**config.mk**
```make
export PLATFORM = sky130hd
export DESIGN_NAME = dic_cmd_fsm
export DESIGN_NICKNAME = d
export VERILOG_FILES = /design/src/rtl/dic_cmd_fsm.sv
export SDC_FILE = /design/constraint.sdc
export NUM_CORES = 1
export LEC_CHECK = 0
export BUFFER_PORTS_ARGS = -buffer_cell sky130_fd_sc_hd__buf_4
export CORE_UTILIZATION = 54
export CTS_BUF_LIST = sky130_fd_sc_hd__clkbuf_4
export DETAILED_ROUTE_END_ITERATION = 8
export PLACE_DENSITY = 0.83
export SLEW_MARGIN = 20
export SYNTH_ARGS = -nofsm -noshare
export SYNTH_HDL_FRONTEND = slang
export SYNTH_SLANG_ARGS = --single-unit
```
**constraint.sdc**
```tcl
create_clock -name clk_i -period 2.7 [get_ports clk_i]
set_input_delay 0.135 -clock clk_i [delete_from_list [all_inputs] [get_ports clk_i]]
set_output_delay 0.135 -clock clk_i [all_outputs]
set_load 0.005 [all_outputs]
```
**src/rtl/dic_cmd_fsm.sv**
```systemverilog
`default_nettype none
// ============================================================================
// Module      : dic_cmd_fsm
// Description : Control-path FSM for the digital clock. Decodes UART command
//               tokens (S, CR, L, A, @, ESC, digits) into run/stop control,
//               per-digit load strobes and display enables for the time
//               digits and NALM alarm registers. Supports ESC abort, an
//               inactivity timeout during entry, an entry-error pulse and
//               per-channel alarm enables.
// Ports       : clk_i, rst_ni         clock, asynchronous active-low reset
//               det_*_i               1-cycle token pulses from the decoder
//               num_val_i             binary digit value, valid with det_num_i
//               dic_run_o             clock counting enabled
//               ld_time_o/ld_alm_o    one-hot digit load strobes (Mealy)
//               dsp_time_o/dsp_alm_o  per-digit display enables
//               alm_sel_o, alm_en_o   selected alarm channel, channel enables
//               entry_err_o           1-cycle rejected-entry / timeout pulse
// Revision    : 1.0 - initial release
// ============================================================================
module dic_cmd_fsm #(
    parameter int NDIG    = 4,
    parameter int NALM    = 2,
    parameter int ASW     = 1,
    parameter int TMO_W   = 24,
    parameter int TMO_CYC = 0
) (
    input  logic            clk_i,
    input  logic            rst_ni,
    input  logic            det_cr_i,
    input  logic            det_S_i,
    input  logic            det_L_i,
    input  logic            det_A_i,
    input  logic            det_atSign_i,
    input  logic            det_esc_i,
    input  logic            det_num_i,
    input  logic            det_num0to5_i,
    input  logic [3:0]      num_val_i,
    output logic            dic_run_o,
    output logic [NDIG-1:0] ld_time_o,
    output logic [NDIG-1:0] dsp_time_o,
    output logic [NDIG-1:0] ld_alm_o,
    output logic [NDIG-1:0] dsp_alm_o,
    output logic [ASW-1:0]  alm_sel_o,
    output logic [NALM-1:0] alm_en_o,
    output logic            entry_err_o
);

    localparam int                    c_ptr_w    = (NDIG > 1) ? $clog2(NDIG) : 1;
    localparam logic [c_ptr_w-1:0]    c_ptr_top  = c_ptr_w'(NDIG - 1);
    localparam logic [4:0]            c_nalm     = 5'(NALM);
    localparam bit                    c_tmo_en   = (TMO_CYC > 0);
    localparam logic [TMO_W-1:0]      c_tmo_last = TMO_W'((TMO_CYC > 0) ? (TMO_CYC - 1) : 0);

    typedef enum logic [2:0] {
        ST_STOP  = 3'd0,
        ST_RUN   = 3'd1,
        ST_LOAD  = 3'd2,
        ST_ASEL  = 3'd3,
        ST_ALOAD = 3'd4,
        ST_DONE  = 3'd5
    } state_t;

    state_t              state_q, state_d;
    logic [c_ptr_w-1:0]  ptr_q, ptr_d;
    logic [ASW-1:0]      alm_sel_q, alm_sel_d;
    logic [NALM-1:0]     alm_en_q, alm_en_d;
    logic [TMO_W-1:0]    tmo_q, tmo_d;
    logic                run_save_q, run_save_d;
    logic                done_alm_q, done_alm_d;   // DONE was reached from ALOAD

    logic                w_in_entry;
    logic                w_dig_ok;
    logic                w_chan_ok;
    logic                w_tmo_hit;
    logic [NDIG-1:0]     w_ld_onehot;
    logic [NDIG-1:0]     w_above;
    state_t              w_exit_st;

    assign w_in_entry  = (state_q == ST_LOAD) || (state_q == ST_ASEL) || (state_q == ST_ALOAD);
    // Odd pointer positions hold tens digits, which only accept 0-5.
    assign w_dig_ok    = ptr_q[0] ? det_num0to5_i : det_num_i;
    assign w_chan_ok   = det_num_i && ({1'b0, num_val_i} < c_nalm);
    assign w_tmo_hit   = c_tmo_en && (tmo_q == c_tmo_last);
    assign w_ld_onehot = NDIG'(1) << ptr_q;
    assign w_exit_st   = run_save_q ? ST_RUN : ST_STOP;

    // Digits above the pointer have already been entered and are shown.
    always_comb begin
        w_above = '0;
        for (int i = 0; i < NDIG; i++) begin
            w_above[i] = (i > 32'(ptr_q));
        end
    end

    always_ff @(posedge clk_i or negedge rst_ni) begin
        if (!rst_ni) begin
            state_q    <= ST_STOP;
            ptr_q      <= c_ptr_top;
            alm_sel_q  <= '0;
            alm_en_q   <= '0;
            tmo_q      <= '0;
            run_save_q <= 1'b0;
            done_alm_q <= 1'b0;
        end else begin
            state_q    <= state_d;
            ptr_q      <= ptr_d;
            alm_sel_q  <= alm_sel_d;
            alm_en_q   <= alm_en_d;
            tmo_q      <= tmo_d;
            run_save_q <= run_save_d;
            done_alm_q <= done_alm_d;
        end
    end

    always_comb begin
        state_d     = state_q;
        ptr_d       = ptr_q;
        alm_sel_d   = alm_sel_q;
        alm_en_d    = alm_en_q;
        run_save_d  = run_save_q;
        done_alm_d  = done_alm_q;
        // Saturating inactivity counter; only meaningful during entry.
        tmo_d       = (w_in_entry && !(&tmo_q)) ? tmo_q + 1'b1 : tmo_q;
        ld_time_o   = '0;
        ld_alm_o    = '0;
        entry_err_o = 1'b0;

        // Alarm enable toggle works in every state, alongside FSM tokens.
        if (det_atSign_i) begin
            alm_en_d = alm_en_q ^ (NALM'(1) << alm_sel_q);
        end

        case (state_q)
            ST_STOP, ST_RUN: begin
                if (det_cr_i || det_S_i) begin
                    if (state_q == ST_RUN) begin
                        state_d = det_cr_i ? ST_STOP : ST_RUN;
                    end else begin
                        state_d = det_S_i ? ST_RUN : ST_STOP;
                    end
                end else if (det_A_i || det_L_i) begin
                    state_d    = det_A_i ? ST_ASEL : ST_LOAD;
                    run_save_d = (state_q == ST_RUN);
                    ptr_d      = c_ptr_top;
                    tmo_d      = '0;
                end
            end

            ST_ASEL: begin
                if (det_esc_i) begin
                    state_d = w_exit_st;
                end else if (w_chan_ok) begin
                    alm_sel_d = num_val_i[ASW-1:0];
                    state_d   = ST_ALOAD;
                    tmo_d     = '0;
                end else begin
                    if (det_num_i) begin
                        entry_err_o = 1'b1;
                    end
                    if (w_tmo_hit) begin
                        entry_err_o = 1'b1;
                        state_d     = w_exit_st;
                    end
                end
            end

            ST_LOAD, ST_ALOAD: begin
                if (det_esc_i) begin
                    state_d = w_exit_st;
                end else if (det_num_i && w_dig_ok) begin
                    if (state_q == ST_LOAD) begin
                        ld_time_o = w_ld_onehot;
                    end else begin
                        ld_alm_o = w_ld_onehot;
                    end
                    tmo_d = '0;
                    if (ptr_q == '0) begin
                        state_d    = ST_DONE;
                        done_alm_d = (state_q == ST_ALOAD);
                    end else begin
                        ptr_d = ptr_q - 1'b1;
                    end
                end else begin
                    if (det_num_i) begin
                        entry_err_o = 1'b1;
                    end
                    if (w_tmo_hit) begin
                        entry_err_o = 1'b1;
                        state_d     = w_exit_st;
                    end
                end
            end

            ST_DONE: begin
                if (det_cr_i) begin
                    state_d = ST_STOP;
                end else if (det_S_i) begin
                    state_d = ST_RUN;
                end else if (det_esc_i) begin
                    state_d = w_exit_st;
                end
            end

            default: begin
                state_d = ST_STOP;
            end
        endcase
    end

    always_comb begin
        dsp_time_o = '0;
        dsp_alm_o  = '0;
        case (state_q)
            ST_STOP, ST_RUN: dsp_time_o = '1;
            ST_LOAD:         dsp_time_o = w_above;
            ST_ALOAD:        dsp_alm_o  = w_above;
            ST_DONE: begin
                if (done_alm_q) begin
                    dsp_alm_o = '1;
                end else begin
                    dsp_time_o = '1;
                end
            end
            default: begin
                dsp_time_o = '0;
                dsp_alm_o  = '0;
            end
        endcase
    end

    assign dic_run_o = (state_q == ST_RUN);
    assign alm_sel_o = alm_sel_q;
    assign alm_en_o  = alm_en_q;

endmodule
`default_nettype wire

```
==> impl_metrics.py, run 1 <==
metrics = {
    "sta": {
        "maxSlewViolCount": 0,
        "skew_ns": 0.00221,
        "maxSlewHeadroom_pct": 57.2,
        "fin_crit_ns": 2.09,
        "fmax_ghz": 0.477,
        "holdWs_ns": 0.0979,
        "worstMarginPinSlew_ns": 0.635,
        "fin_crit_sh_pct": 77.6,
        "hold_viol": 0,
        "rsz0062_at_grt": "no",
        "setup_violations": 0,
        "setup_tns_ns": 0,
    },
    "placed_design": {
        "placed_area_um2": 1190,
        "dp_hpwl_um": 1820,
        "port_buffers": 34,
        "place_inst": 168,
        "gp_congestion": 0.837,
    },
    "synthesis": {
        "synth-seq-cells": 10,
        "yosysSeqAreaShare_pct": 26.7,
        "synth_area_per_cell_um2": 7.58,
        "ys_top_cells_by_area": "dfrtp_1, nand2_1, dfstp_2",
        "async_reset_ff_share_pct": 100,
        "synthSimpleGateAreaFrac_pct": 38.7,
        "synth_top_flop_cell": "dfrtp_1",
        "muxShareOfSynthArea_pct": 2.77,
        "synth_top_family_by_area": "simple AND/OR/NAND/NOR gates",
        "synth_edf_count": 0,
        "synth_compound_area_share_pct": 16.9,
        "yosys.area_share.adder_pct": 5.28,
        "syn_area_um2": 947,
        "synth_xor_xnor_area_share_pct": 2.77,
        "yosys_warnings": 0,
        "synth_top_area_cell": "dfrtp_1",
        "ys_types": 43,
        "syn_inst": 125,
        "syn-num-nets": 143,
        "yosysTopAreaCellShare_pct": 21.1,
    },
    "drt": {
        "drt_pass1_iterations": 6,
        "wl_met1_um": 968,
        "met2WireLength_um": 1190,
        "drc": 4,
        "avgViaCountPerCell": 5.77,
        "drt_iter0_drc": 38,
        "ant_nets": 0,
        "top_layer": "met4",
        "wl_met3_um": 174,
        "avgRoutedWirePerCell_um": 13.6,
        "dr_total_vias": 999,
        "wirelength_um": 2360,
    },
    "cells_and_area": {
        "fin_area_um2": 1230,
        "num-fill-cells": 120,
        "nets": 176,
        "n_antenna_cell": 0,
        "drive_above_1_share_pct": 31.8,
        "final_cell_count_no_fill": 173,
        "syn2layout_area_growth_pct": 29.6,
    },
    "clock_tree": {
        "path_clk_slew_ns": 0.07,
        "cts_tree": "yes",
        "cts_buffers": 3,
        "cts_sinks": 10,
        "cts_root_buf": "clkbuf_4",
        "clkLatencyLatePin_ns": 0.27,
        "cts_setup_buffers": 0,
        "cts_hold_buffers": 1,
        "ctsHtreeMaxLevel": 1,
        "cts_resized": 0,
        "ctsLongestPathBuffers": 2,
    },
    "global_routing": {
        "track_usage_pct": 27.1,
        "grt_pass1_wl_um": 3880,
        "grt_max_degree": 22,
        "grt_overflow": 0,
        "grt_pass1_vias": 889,
        "grt_antenna_before_repair": 0,
    },
    "floorplanning": {
        "initial_core_util_pct": 60.1,
        "fp.coreArea_um2": 1580,
        "ios": 35,
        "die_x_um": 43.9,
        "dieArea_um2": 1930,
        "num_rows": 14,
        "die_height_um": 43.9,
    },
    "power": {
        "power_density_nw_per_um2": 536,
        "total_power_w": 0.000658,
        "p_leak_nw": 0.591,
        "worst_ir_drop_vdd_mv": 0.498,
    },
    "critical_path": {
        "cp.arrival_ns": 1.96,
        "crit_fanout": 21,
        "worst-setup-path-type": "register to output port",
        "start_kind": "register",
        "worst_ep_required_time_ns": 2.57,
        "end_kind": "output port",
    },
    "worst_hold_path": {
        "min_path_type": "primary input to register",
    },
    "outcome": {
        "outcome": "finished with violations",
        "violations": "DRC",
    },
    "job": {
        "maxCapViolCount": 0,
    },
}
stage by stage:
| stage | utilization, % | setup slack, ns |
|---|---|---|
| final | 77.9 | 0.605 |
| after global routing | 77.9 | 0.490 |
| after CTS | 77.9 | 0.625 |
| after detailed placement | 75.6 | 0.888 |
| after global placement | 75.6 | 0.930 |
| after floorplan | - | 1.02 |
cell type report:
class	count	area (um^2)	share of cell area, %
sequential	10	253	20.6
multi-input combinational	99	629	51.3
clock buffer	3	22.5	1.83
clock inverter	1	3.75	0.306
timing repair buffer	35	265	21.6
tap	16	20.0	1.63
inverter	9	33.8	2.75
logic make-up after synthesis:
logic type      count (synthesis)
xor+xnor                        3
fa+ha+maj                       4
mux                             2
flops                          10
simple gates                   67
buf+inv                        16
compound gates                 23
synthesized netlist by cell type (all sizes together) (2+ instances only):
cell / n
dfstp: 2
and2: 3
a21oi: 6
xnor2: 3
or4: 2
inv: 9
mux2: 2
dfrtp: 8
buf: 4
nor4: 2
o21ai: 7
or2: 2
nand2b: 7
nor2b: 2
nor3: 7
ha: 4
nor2: 14
nand3: 3
or3: 3
clkbuf: 3
nand2: 15
a21o: 2
routing by layer:
metal	vias to the layer above	global-route usage (%)
li1	499	-
met1	451	34.9
met2	45	45.7
met3	4	4.17
met4	0	10.3
met5	-	0
cells in the final DEF (no fill, tap or decap), types with 2 or more instances in the layout:
cell type / synthesis / final
buf_4: 0 / 34
nand2_1: 15 / 15
nor2_1: 14 / 14
inv_1: 9 / 9
dfrtp_1: 8 / 8
nand2b_1: 7 / 7
nor3_1: 7 / 7
o21ai_0: 6 / 6
a21oi_1: 6 / 6
ha_1: 4 / 4
xnor2_1: 3 / 3
or3_1: 3 / 3
and2_1: 3 / 3
clkbuf_4: 0 / 3
nor2b_1: 2 / 2
nor4_1: 2 / 2
nand3_1: 2 / 2
dfstp_2: 2 / 2
sequential cells by signal (all words and copies together) (netlist names):
name / cells
ptr_q: 2
run_save_q: 1
done_alm_q: 1
alm_en_o: 2
state_q: 3
alm_sel_o: 1
worst paths after layout:
kind / start / to / slack [ns] / cells past startpoint
min: num_val_i[0] / alm_sel_o / 0.1 / 2
min in group asynchronous: rst_ni / done_alm_q / 0.24 / 2
max: state_q[0] / ld_time_o[3] / 0.61 / 4
max in group asynchronous: rst_ni / ptr_q[0] / 2.24 / 2
min reg2reg: alm_en_o[1] / alm_en_o[1] / 0.48 / 1
max reg2reg: ptr_q[0] / state_q[0] / 0.86 / 5
power by group:
part / switching [W] / leakage, nW / total, W / internal, W
clock network: 0.0000564 / 0.0154 / 0.000110 / 0.0000536
registers: 0.0000709 / 0.123 / 0.000264 / 0.000193
logic: 0.000131 / 0.452 / 0.000285 / 0.000154
critical path: stages, from the launching register on:
cell     delay [ns]
dfrtp_1        0.57
or2_1          0.37
or4_4          0.53
nor2_1         0.11
buf_4          0.11
Power figures use the tool's default switching activity.
==> run 2, diff against run 1 <==
Settings changed: ABC_AREA set to 1, CORE_UTILIZATION 54 to 50, PLACE_DENSITY 0.83 to 0.78.
Clock period 2.7 ns to 2 ns, I/O delays scaled along.
==> run 2 against run 1 <==
Against the previous run:
- the flow now finishes without violations
- first-iteration DRC count fell by 32%
- hold slack got worse by 0.0090 ns
- clock skew rose by 0.0093 ns
- non-clock buffer count unchanged
- utilization decreased by 6.8 points
- setup slack worse by 0.44 ns
- via count down 2.1%
- die area up 5.1%
- critical endpoint is now dsp_time_o[2]
- highest routed layer unchanged
==> impl_metrics.py, run 2 <==
metrics = {
    "critical_path": {
        "r2r_end": "state_q[0]",
        "rr_startpoint": "ptr_q[0]",
        "worst_ep_required_time_ns": 1.90,
        "start_kind": "register",
        "cp.arrival_ns": 1.74,
        "end_kind": "output port",
        "worst-setup-path-type": "register to output port",
        "ff2ff_setup_slack_ns": 0.54,
        "reg2reg_depth": 8,
        "crit_fanout": 7,
    },
    "sta": {
        "fin_crit_sh_pct": 91.8,
        "hold_viol": 0,
        "skew_ns": 0.0115,
        "setup_tns_ns": 0,
        "rsz0062_at_grt": "no",
        "setup_violations": 0,
        "maxSlewViolCount": 0,
        "worstMarginPinSlew_ns": 0.431,
        "maxSlewHeadroom_pct": 71.2,
        "fin_crit_ns": 1.84,
        "fmax_ghz": 0.544,
        "fin_ws_ns": 0.163,
    },
    "floorplanning": {
        "ios": 35,
        "dieArea_um2": 2020,
        "die_height_um": 45.0,
        "fp.coreArea_um2": 1730,
        "initial_core_util_pct": 53.5,
        "num_rows": 15,
        "die_x_um": 45.0,
    },
    "cells_and_area": {
        "drive_above_1_share_pct": 32.4,
        "n_antenna_cell": 0,
        "num-fill-cells": 168,
        "final_cell_count_no_fill": 195,
        "syn2layout_area_growth_pct": 32.9,
        "nets": 189,
        "fin_area_um2": 1230,
        "largest_register_ffs": 3,
        "mostFrequentLayoutCells": "nand2_1, buf_4, nor2_1, inv_1",
        "regMostFlops": "state_q",
    },
    "synthesis": {
        "synthSimpleGateAreaFrac_pct": 42.1,
        "yosys.area_share.adder_pct": 5.42,
        "syn_inst": 133,
        "synth_compound_area_share_pct": 12.3,
        "synth_top_area_cell": "dfrtp_1",
        "synth_common_cells": "nand2_1, nor2_1, inv_1, dfrtp_1, nand3_1",
        "yosys_warnings": 0,
        "async_reset_ff_share_pct": 100,
        "synth.most_common_cell": "nand2_1",
        "muxShareOfSynthArea_pct": 0,
        "synth_top_flop_cell": "dfrtp_1",
        "ys_types": 29,
        "synth_top_family_by_area": "simple AND/OR/NAND/NOR gates",
        "yosysTopAreaCellShare_pct": 21.7,
        "synth-seq-cells": 10,
        "yosysSeqAreaShare_pct": 27.4,
        "syn_area_um2": 923,
        "synth_xor_xnor_area_share_pct": 1.90,
        "syn-num-nets": 151,
        "synth_edf_count": 0,
        "ys_top_cells_by_area": "dfrtp_1, nand2_1, nor2_1",
        "synth_area_per_cell_um2": 6.94,
    },
    "placed_design": {
        "place_inst": 190,
        "gp_congestion": 0.904,
        "dp_slack_ns": 0.475,
        "placed_area_um2": 1190,
        "port_buffers": 34,
        "dp_hpwl_um": 1780,
    },
    "global_routing": {
        "grt_pass1_wl_um": 3450,
        "grt_pass1_vias": 820,
        "grt_max_degree": 11,
        "track_usage_pct": 23.6,
        "grt_antenna_before_repair": 0,
        "grt_overflow": 0,
    },
    "drt": {
        "wirelength_um": 2160,
        "avgRoutedWirePerCell_um": 11.1,
        "ant_nets": 0,
        "drt_iter0_drc": 26,
        "dr_total_vias": 978,
        "drt_pass1_iterations": 4,
        "drc": 0,
        "avgViaCountPerCell": 5.02,
    },
    "clock_tree": {
        "clkLatencyLatePin_ns": 0.28,
        "cts_root_buf": "clkbuf_4",
        "cts_hold_buffers": 1,
        "ctsHtreeMaxLevel": 1,
        "cts_tree": "yes",
        "cts_resized": 0,
        "cts_sinks": 10,
        "cts_buffers": 3,
        "cts_setup_buffers": 0,
        "ctsLongestPathBuffers": 2,
        "path_clk_slew_ns": 0.08,
    },
    "power": {
        "p_leak_nw": 0.656,
        "internal_power_w": 0.000638,
        "p_clk_share_pct": 13.5,
        "switching_share_pct": 45.2,
        "power_density_nw_per_um2": 949,
        "worst_ir_drop_vdd_mv": 0.506,
        "power_frac_comb_pct": 51.6,
        "seqPwrFrac_pct": 34.9,
        "switching_power_w": 0.000526,
    },
    "worst_hold_path": {
        "hp-start": "num_val_i[0]",
        "min_path_type": "primary input to register",
        "hold_path_end": "alm_sel_o",
        "min_path_cells": 3,
    },
    "job": {
        "maxCapViolCount": 0,
    },
    "outcome": {
        "outcome": "complete, no violations",
    },
}
==> run 2: cell count changes after synthesis, sizes merged, moves of 6 or more <==
cell	before	now
nand3	3	11
nand2	15	38
nor3	7	0
nand4	0	6
inv	9	21
nand2b	7	0
nor2	14	21
==> run 2: worst max-delay path by stage <==
stage / start / to / slack (ns) / cells after the start
after floorplan: ptr_q[0] / dsp_alm_o[2] / 0.64 / 4
after global placement: ptr_q[0] / dsp_alm_o[2] / 0.51 / 5
after detailed placement: ptr_q[0] / dsp_time_o[2] / 0.48 / 5
after CTS: ptr_q[0] / dsp_time_o[2] / 0.18 / 5
after global routing: ptr_q[0] / dsp_time_o[2] / 0.09 / 5
final: ptr_q[0] / dsp_time_o[2] / 0.16 / 5
==> run 2: per-layer routing <==
layer	part of all wire (%)	track usage, %
met1	46	28.5
met2	47	40.9
met3	6.3	4.80
met4	0.56	9.09
met5	0	0
==> run 2: cell families after synthesis <==
group	after synthesis
flops	10
compound gates	17
buf+inv	23
simple gates	77
fa+ha+maj	4
xor+xnor	2
==> run 2: power groups by stage <==
stage / registers (W) / logic [W] / clock network [W]
2_1_floorplan: 0.000370 / 0.000423 / 0
3_3_place_gp: 0.000402 / 0.000590 / 0
3_5_place_dp: 0.000411 / 0.000603 / 0
4_1_cts: 0.000406 / 0.000607 / 0.000153
5_1_grt: 0.000420 / 0.000682 / 0.000170
6_report: 0.000407 / 0.000601 / 0.000157
==> run 2: area by class of cell <==
type | count | area, um^2 | share of cell area [%]
clock buffers | 3 | 22.5 | 1.83
flip-flops and latches | 10 | 253 | 20.6
repair buffers | 35 | 265 | 21.6
inverters | 21 | 81.3 | 6.63
multi-input cells | 100 | 571 | 46.5
well taps | 25 | 31.3 | 2.55
clock inverters | 1 | 3.75 | 0.306
==> run 2: stage by stage <==
step | power [W] | hold WS [ns] | utilization (%)
5_1_grt | 0.00127 | 0.0832 | 71.1
3_5_place_dp | 0.00101 | -0.0577 | 69.0
6_report | 0.00116 | 0.0889 | 71.1
3_3_place_gp | 0.000992 | -0.0601 | 69.0
4_1_cts | 0.00117 | 0.0904 | 71.1
2_1_floorplan | 0.000792 | -0.196 | -
==> run 2: critical path, cell delays in order (launching register included) <==
cell     delay (ns)
dfstp_2        0.60
inv_1          0.08
ha_1           0.20
or2_2          0.28
o21ai_0        0.16
buf_4          0.14
